### config.mk
export PLATFORM = sky130hd
export DESIGN_NAME = rcc_div_seq
export DESIGN_NICKNAME = d
export VERILOG_FILES = /design/src/rtl/rcc_pkg.sv /design/src/rtl/rcc_rr_arb.sv /design/src/rtl/rcc_div_seq.sv
export SDC_FILE = /design/constraint.sdc
export NUM_CORES = 1
export LEC_CHECK = 0
export ABC_CLOCK_PERIOD_IN_PS = 3300
export CAP_MARGIN = 40
export CORE_MARGIN = 2
export CORE_UTILIZATION = 40
export DETAILED_ROUTE_END_ITERATION = 6
export PLACE_DENSITY = 0.65
export SYNTH_ARGS = -nofsm -noshare
export SYNTH_HDL_FRONTEND = slang
export SYNTH_SLANG_ARGS = --single-unit
### constraint.sdc
create_clock -name i_clk -period 3.3 [get_ports i_clk]
set_clock_uncertainty 0.05 [all_clocks]
set_input_delay 0.66 -clock i_clk [delete_from_list [all_inputs] [get_ports i_clk]]
set_output_delay 0.66 -clock i_clk [all_outputs]
set_load 0.005 [all_outputs]
### src/rtl/rcc_pkg.sv
// rcc_pkg: shared state encoding, level constants and div_sel <-> level
// conversion helpers for the RCC divider sequencer.
package rcc_pkg;

    typedef enum logic [1:0] {
        ST_IDLE   = 2'd0,
        ST_STEP   = 2'd1,
        ST_SETTLE = 2'd2,
        ST_ACK    = 2'd3
    } seq_state_t;

    localparam logic [2:0] LVL_DIV1  = 3'd0;
    localparam logic [2:0] LVL_DIV2  = 3'd1;
    localparam logic [2:0] LVL_DIV4  = 3'd2;
    localparam logic [2:0] LVL_DIV8  = 3'd3;
    localparam logic [2:0] LVL_DIV16 = 3'd4;

    // 0xx -> /1, 1ab -> level ab+1
    function automatic logic [2:0] sel2lvl(input logic [2:0] sel);
        logic [2:0] lvl;
        if (!sel[2]) begin
            lvl = LVL_DIV1;
        end else begin
            lvl = {1'b0, sel[1:0]} + 3'd1;
        end
        return lvl;
    endfunction

    // level 0 -> 000, level n -> {1, n-1}; level 4 wraps its low bits to 11
    function automatic logic [2:0] lvl2sel(input logic [2:0] lvl);
        logic [2:0] sel;
        if (lvl == LVL_DIV1) begin
            sel = 3'b000;
        end else begin
            sel = {1'b1, lvl[1:0] - 2'd1};
        end
        return sel;
    endfunction

endpackage

### src/rtl/rcc_rr_arb.sv
// rcc_rr_arb: combinational round-robin arbiter. Grants the first active
// requester at or after ptr_i, wrapping; reusable by other RCC muxes.
module rcc_rr_arb #(
    parameter int NREQ = 3,
    parameter int IW   = (NREQ > 1) ? $clog2(NREQ) : 1
) (
    input  logic [NREQ-1:0] req_i,
    input  logic [IW-1:0]   ptr_i,
    input  logic            en_i,
    output logic [NREQ-1:0] gnt_o,
    output logic [IW-1:0]   gnt_idx_o,
    output logic            gnt_vld_o
);

    // Two passes: requesters at/after the pointer first, then the wrapped ones.
    always_comb begin
        gnt_o     = '0;
        gnt_idx_o = '0;
        gnt_vld_o = 1'b0;
        for (int i = 0; i < NREQ; i++) begin
            if (en_i && !gnt_vld_o && req_i[i] && (IW'(i) >= ptr_i)) begin
                gnt_vld_o = 1'b1;
                gnt_idx_o = IW'(i);
                gnt_o[i]  = 1'b1;
            end
        end
        for (int i = 0; i < NREQ; i++) begin
            if (en_i && !gnt_vld_o && req_i[i] && (IW'(i) < ptr_i)) begin
                gnt_vld_o = 1'b1;
                gnt_idx_o = IW'(i);
                gnt_o[i]  = 1'b1;
            end
        end
    end

endmodule

### src/rtl/rcc_div_seq.sv
// rcc_div_seq: arbitrates ratio-change requests and walks div_sel toward the
// granted target, holding a settle window after every change.
// Build option RCC_DIV_SEQ_STEP_EN: when defined, each STEP moves one ratio
// level toward the target; otherwise STEP jumps straight to the target.
//
// state   | meaning
// IDLE    | waiting for a request; arbitrates and latches target
// STEP    | apply next level; div_sel/cur_lvl visible next cycle
// SETTLE  | hold SETTLE_CYC cycles after a div_sel change
// ACK     | one-cycle req_ack pulse to the granted requester
module rcc_div_seq
    import rcc_pkg::*;
#(
    parameter int NREQ       = 3,
    parameter int SETTLE_CYC = 16,
    parameter int RST_LVL    = 0
) (
    input  logic              i_clk,
    input  logic              rst,
    input  logic [NREQ-1:0]   req_vld,
    input  logic [3*NREQ-1:0] req_sel,
    output logic [NREQ-1:0]   req_ack,
    output logic [2:0]        div_sel,
    output logic [2:0]        cur_lvl,
    output logic              busy
);

    localparam int IW = (NREQ > 1) ? $clog2(NREQ) : 1;

    seq_state_t      state_q, state_d;
    logic [IW-1:0]   ptr_q, ptr_d;
    logic [NREQ-1:0] gnt_oh_q, gnt_oh_d;
    logic [2:0]      tgt_lvl_q, tgt_lvl_d;
    logic [2:0]      lvl_q, lvl_d;
    logic [2:0]      sel_q;
    logic [7:0]      cnt_q, cnt_d;

    logic [NREQ-1:0] arb_gnt;
    logic [IW-1:0]   arb_idx;
    logic            arb_vld;
    logic [2:0]      sel_g;
    logic [2:0]      lvl_step;

    rcc_rr_arb #(.NREQ(NREQ), .IW(IW)) u_arb (
        .req_i     (req_vld),
        .ptr_i     (ptr_q),
        .en_i      (state_q == ST_IDLE),
        .gnt_o     (arb_gnt),
        .gnt_idx_o (arb_idx),
        .gnt_vld_o (arb_vld)
    );

    // Target selector of the requester currently winning arbitration.
    always_comb begin
        sel_g = '0;
        for (int i = 0; i < NREQ; i++) begin
            if (arb_idx == IW'(i)) begin
                sel_g = req_sel[3*i +: 3];
            end
        end
    end

    // Level applied by one STEP.
    always_comb begin
`ifdef RCC_DIV_SEQ_STEP_EN
        lvl_step = (tgt_lvl_q > lvl_q) ? lvl_q + 3'd1 : lvl_q - 3'd1;
`else
        lvl_step = tgt_lvl_q;
`endif
    end

    // Next-state logic for the sequencer.
    always_comb begin
        state_d   = state_q;
        ptr_d     = ptr_q;
        gnt_oh_d  = gnt_oh_q;
        tgt_lvl_d = tgt_lvl_q;
        lvl_d     = lvl_q;
        cnt_d     = cnt_q;
        case (state_q)
            ST_IDLE: begin
                if (arb_vld) begin
                    gnt_oh_d  = arb_gnt;
                    tgt_lvl_d = sel2lvl(sel_g);
                    ptr_d     = (arb_idx == IW'(NREQ - 1)) ? '0 : arb_idx + IW'(1);
                    state_d   = (sel2lvl(sel_g) == lvl_q) ? ST_ACK : ST_STEP;
                end
            end
            ST_STEP: begin
                lvl_d   = lvl_step;
                cnt_d   = 8'(SETTLE_CYC - 1);
                state_d = ST_SETTLE;
            end
            ST_SETTLE: begin
                if (cnt_q == 8'd0) begin
                    state_d = (lvl_q == tgt_lvl_q) ? ST_ACK : ST_STEP;
                end else begin
                    cnt_d = cnt_q - 8'd1;
                end
            end
            ST_ACK: begin
                state_d = ST_IDLE;
            end
            default: begin
                state_d = ST_IDLE;
            end
        endcase
    end

    // State and datapath registers; div_sel is re-encoded from the next level.
    always_ff @(posedge i_clk) begin
        if (rst) begin
            state_q   <= ST_IDLE;
            ptr_q     <= '0;
            gnt_oh_q  <= '0;
            tgt_lvl_q <= 3'(RST_LVL);
            lvl_q     <= 3'(RST_LVL);
            sel_q     <= lvl2sel(3'(RST_LVL));
            cnt_q     <= '0;
        end else begin
            state_q   <= state_d;
            ptr_q     <= ptr_d;
            gnt_oh_q  <= gnt_oh_d;
            tgt_lvl_q <= tgt_lvl_d;
            lvl_q     <= lvl_d;
            sel_q     <= lvl2sel(lvl_d);
            cnt_q     <= cnt_d;
        end
    end

    assign req_ack = (state_q == ST_ACK) ? gnt_oh_q : '0;
    assign busy    = (state_q != ST_IDLE);
    assign cur_lvl = lvl_q;
    assign div_sel = sel_q;

endmodule

==> summary.txt <==
Critical path
  • Reg-to-reg critical path startpoint: state_q[0]
  • Critical path fanouts, max: 5
  • Critical Path End Type: flop
  • Worst EP required: 3.46 ns
  • Capture point of the worst reg-to-reg path: state_q[1]
  • Category of the most critical setup path: in -> reg
  • Internal reg-to-reg setup slack: 0.67 ns
  • Cell with the largest stage delay on the worst path: sky130_fd_sc_hd__clkdlybuf4s50_1
  • Biggest cell delay along the critical path: 0.53 ns
  • Cell depth of the worst flop-to-flop path: 8
  • Setup crit start kind: primary input
  • Cell-by-cell listing of the critical path: clkdlybuf4s50_1 -> a21boi_1 -> o211a_1 -> o221ai_2 -> and2_2 -> ha_1 -> or4b_1 -> a21oi_2 -> a211oi_2
  • Critical path arrival: 3.12 ns

Routing
  • Top layer used by detailed routing: met4
  • Detailed-route wire length on metal 1: 1570 µm
  • Met2 routed WL: 1589 µm
  • Count of vias placed by the detailed router: 1,336
  • First-pass iteration count of the detailed router: 4
  • Detailed-routed wire length on met3: 145 µm
  • Count of routing violations after the opening detailed-route iteration: 85
  • DRC violation count after routing: 0
  • Remaining antenna violation count after routing: 0
  • Routed len/inst: 13.85 µm
  • Detailed-route wire length: 3366 µm
  • Routed vias/inst: 5.498

Synth
  • Synthesized-area fraction occupied by adder cells: 3.556%
  • Net count of the mapped netlist: 192
  • Number of warnings issued by yosys: 0
  • Dominant combinational cell family by area after synthesis: simple AND/OR/NAND/NOR gates
  • Cells after Synth: 174
  • Avg Cell Area, Syn: 8.090 µm²
  • Cell taking the most area after synthesis: sky130_fd_sc_hd__dfxtp_1
  • Fraction of the yosys area taken by sequential cells: 34.13%
  • Fraction of registers with async set or reset after synthesis: 0%
  • Synth area leaders: sky130_fd_sc_hd__dfxtp_1, sky130_fd_sc_hd__nor2_1, sky130_fd_sc_hd__a21oi_1, sky130_fd_sc_hd__nand2_1, sky130_fd_sc_hd__ha_1
  • Post-synthesis register bit count: 24
  • Most instantiated cells after synthesis: sky130_fd_sc_hd__nor2_1, sky130_fd_sc_hd__dfxtp_1, sky130_fd_sc_hd__a21oi_1, sky130_fd_sc_hd__nand2_1, sky130_fd_sc_hd__inv_1
  • Portion of synthesized cell area occupied by the leading cell type: 34.13%
  • Compound-cell area share of the yosys netlist: 25.51%
  • Unique masters post-synth: 48
  • Number of synthesized flops with an enable pin: 0
  • Dominant cell by count in the synthesized netlist: sky130_fd_sc_hd__nor2_1
  • Synth Area in XOR/XNOR: 2.489%
  • Primary FF master, synth: sky130_fd_sc_hd__dfxtp_1
  • Mux cell area share after synthesis: 1.511%
  • Post-synthesis instance area: 0.001408 mm²
  • Simple-gate portion of the synthesized area: 28.53%

Clock tree
  • Setup Fix Bufs, Post-CTS: 0
  • Hold-fix buffers at CTS: 0
  • TritonCTS clock tree: yes
  • Cell chosen for the clock root: sky130_fd_sc_hd__clkbuf_4
  • Number of H-tree levels: 1
  • Max Root-Sink Buffers: 2
  • Post-cts repair resize count: 0
  • Num CTS Buffers: 3
  • Worst skew pair latency: 0.31 ns
  • Clock transition time at the flip-flop clock pins of the worst setup and hold paths: 0.13 ns
  • Clk sinks: 24

Placed design
  • Count of port buffers added during placement: 23
  • Placed wire-length estimate after detailed placement: 2536 µm
  • Setup slack after placement: 0.01926 ns
  • GPL Wtd Cong: 0.9288
  • Instance count after placement with tap cells included: 239

Global route
  • Wire length of the first global-routing pass: 5740 µm
  • Number of antenna violations at the first check in global routing: 0
  • Overall track demand over capacity in global routing: 17.54%
  • Gr ovfl total: 0
  • Vias in the first global route: 1,321
  • Largest net degree at the start of global routing: 23

Finish
  • Number of standard cells in the final layout excluding fillers: 243
  • Total inserted antenna cells: 0
  • Filler Cells Inserted: 345
  • Synthesis-to-finish area growth: 23.91%
  • Final layout net count: 216
  • Layout cells sized above 1: 11.17%

Floorplanning
  • Number of placement rows: 21
  • DIE WIDTH: 63.32 µm
  • Chip Height: 63.32 µm
  • Starting Density: 41.85%
  • I/O Pins: 24
  • Total core area: 0.003363 mm²
  • DIE AREA: 0.004009 mm²

Worst hold path
  • Number of stages on the worst hold path: 2
  • Hold Crit Start: gnt_oh_q[0]
  • Hold Crit Class: reg -> reg
  • Endpoint of the worst hold path: gnt_oh_q[0]

STA
  • Final Hold Viols: 0
  • Final number of setup-violating endpoints: 0
  • Max Fclk: 0.3386 GHz
  • Tightest Pin Transition: 0.7935 ns
  • Unrepaired setup endpoints after global routing: false
  • Crit share post-route: 89.50%
  • Final worst hold slack: 0.4477 ns
  • Worst setup slack after layout: 0.3463 ns
  • Post-route setup TNS: 0 ns
  • Shortest clock period the worst path allows after layout: 2.954 ns
  • Headroom to the max-slew limit: 46.94%
  • Max Transition Viols Final: 0

Power and ir drop
  • Worst voltage drop across the vdd grid: 0.3707 mV
  • Leak pwr: 0.6523 nW
  • Power density over cell area: 749.4 mW/mm²

Outcome
  • Result of the run: complete, no violations

Job
  • Max_cap viols: 0
through the flow:
| step | total power (W) | cell area, µm² | util (%) |
|---|---|---|---|
| final | 0.001307 | 1744 | 51.86 |
| after global routing | 0.001421 | 1744 | 51.86 |
| after CTS | 0.001314 | 1744 | 51.86 |
| after detailed placement | 0.001100 | 1692 | 50.30 |
| after global placement | 0.001076 | 1692 | 50.30 |
| after floorplan | 0.0009259 | 1408 | - |
area by class of cell:
class / instances / area (µm²) / share of cell area, %
multi-input cells: 134 / 867.1 / 49.71
flip-flops and latches: 24 / 480.5 / 27.55
repair buffers: 26 / 252.7 / 14.49
well taps: 46 / 57.56 / 3.300
inverters: 9 / 33.78 / 1.937
clock inverters: 1 / 30.03 / 1.722
clock buffers: 3 / 22.52 / 1.291
report_power, final:
| group | internal, W | total (W) | switching [W] |
|---|---|---|---|
| Clock | 0.000123 | 0.000210 | 0.0000877 |
| Sequential | 0.000370 | 0.000472 | 0.000102 |
| Combinational | 0.000276 | 0.000624 | 0.000348 |
critical path, delay by kind of cell:
family / cells / cell delay [ns]
buffers and inverters: 1 / 0.53
adder cells (fa/ha/maj): 1 / 0.31
AND/OR/NAND/NOR: 2 / 0.67
AO/OA/AOI/OAI: 5 / 0.94
sequential cells by signal, summed over array words and instances, names as in the netlist:
signal    count
gnt_oh_q      3
ptr_q         2
cur_lvl       3
cnt_q         8
state_q       2
div_sel       3
lvl_step      3
metal layers:
metal	vias to the layer above	track usage [%]
met2	27	30.13
met1	627	21.37
met3	6	3.036
met5	-	0
li1	676	-
met4	0	7.609
logic make-up after synthesis:
logic type      count (synthesis)
compound gates                 47
buf+inv                        16
simple gates                   77
mux                             2
flops                          24
fa+ha+maj                       4
xor+xnor                        4
worst max path at each step:
stage | startpoint | end | slack, ns
after floorplan | req_vld[1] | state_q[1] | 0.72
after global placement | req_vld[1] | state_q[1] | 0.1
after detailed placement | req_vld[1] | state_q[1] | 0.02
after CTS | req_vld[1] | state_q[1] | 0.37
after global routing | req_vld[1] | state_q[1] | 0.17
final | req_vld[1] | state_q[1] | 0.35
cells in the final DEF (no fill, tap or decap), types with 3 or more instances in the layout:
master | Yosys | layout
sky130_fd_sc_hd__o21ai_0 | 4 | 4
sky130_fd_sc_hd__buf_4 | 0 | 3
sky130_fd_sc_hd__clkdlybuf4s50_1 | 0 | 23
sky130_fd_sc_hd__o211ai_1 | 3 | 3
sky130_fd_sc_hd__dfxtp_1 | 24 | 24
sky130_fd_sc_hd__nor2b_1 | 5 | 5
sky130_fd_sc_hd__nor2_1 | 25 | 25
sky130_fd_sc_hd__a21oi_1 | 17 | 17
sky130_fd_sc_hd__nand2_1 | 16 | 16
sky130_fd_sc_hd__nand3_1 | 5 | 5
sky130_fd_sc_hd__inv_1 | 9 | 9
sky130_fd_sc_hd__nand2b_1 | 3 | 3
sky130_fd_sc_hd__ha_1 | 4 | 4
sky130_fd_sc_hd__nor3_1 | 5 | 5
sky130_fd_sc_hd__clkbuf_4 | 0 | 3
sky130_fd_sc_hd__xor2_1 | 3 | 3
sky130_fd_sc_hd__a31oi_1 | 3 | 3
sky130_fd_sc_hd__and3_1 | 3 | 3
No activity file was read; power rests on OpenSTA's default activity.
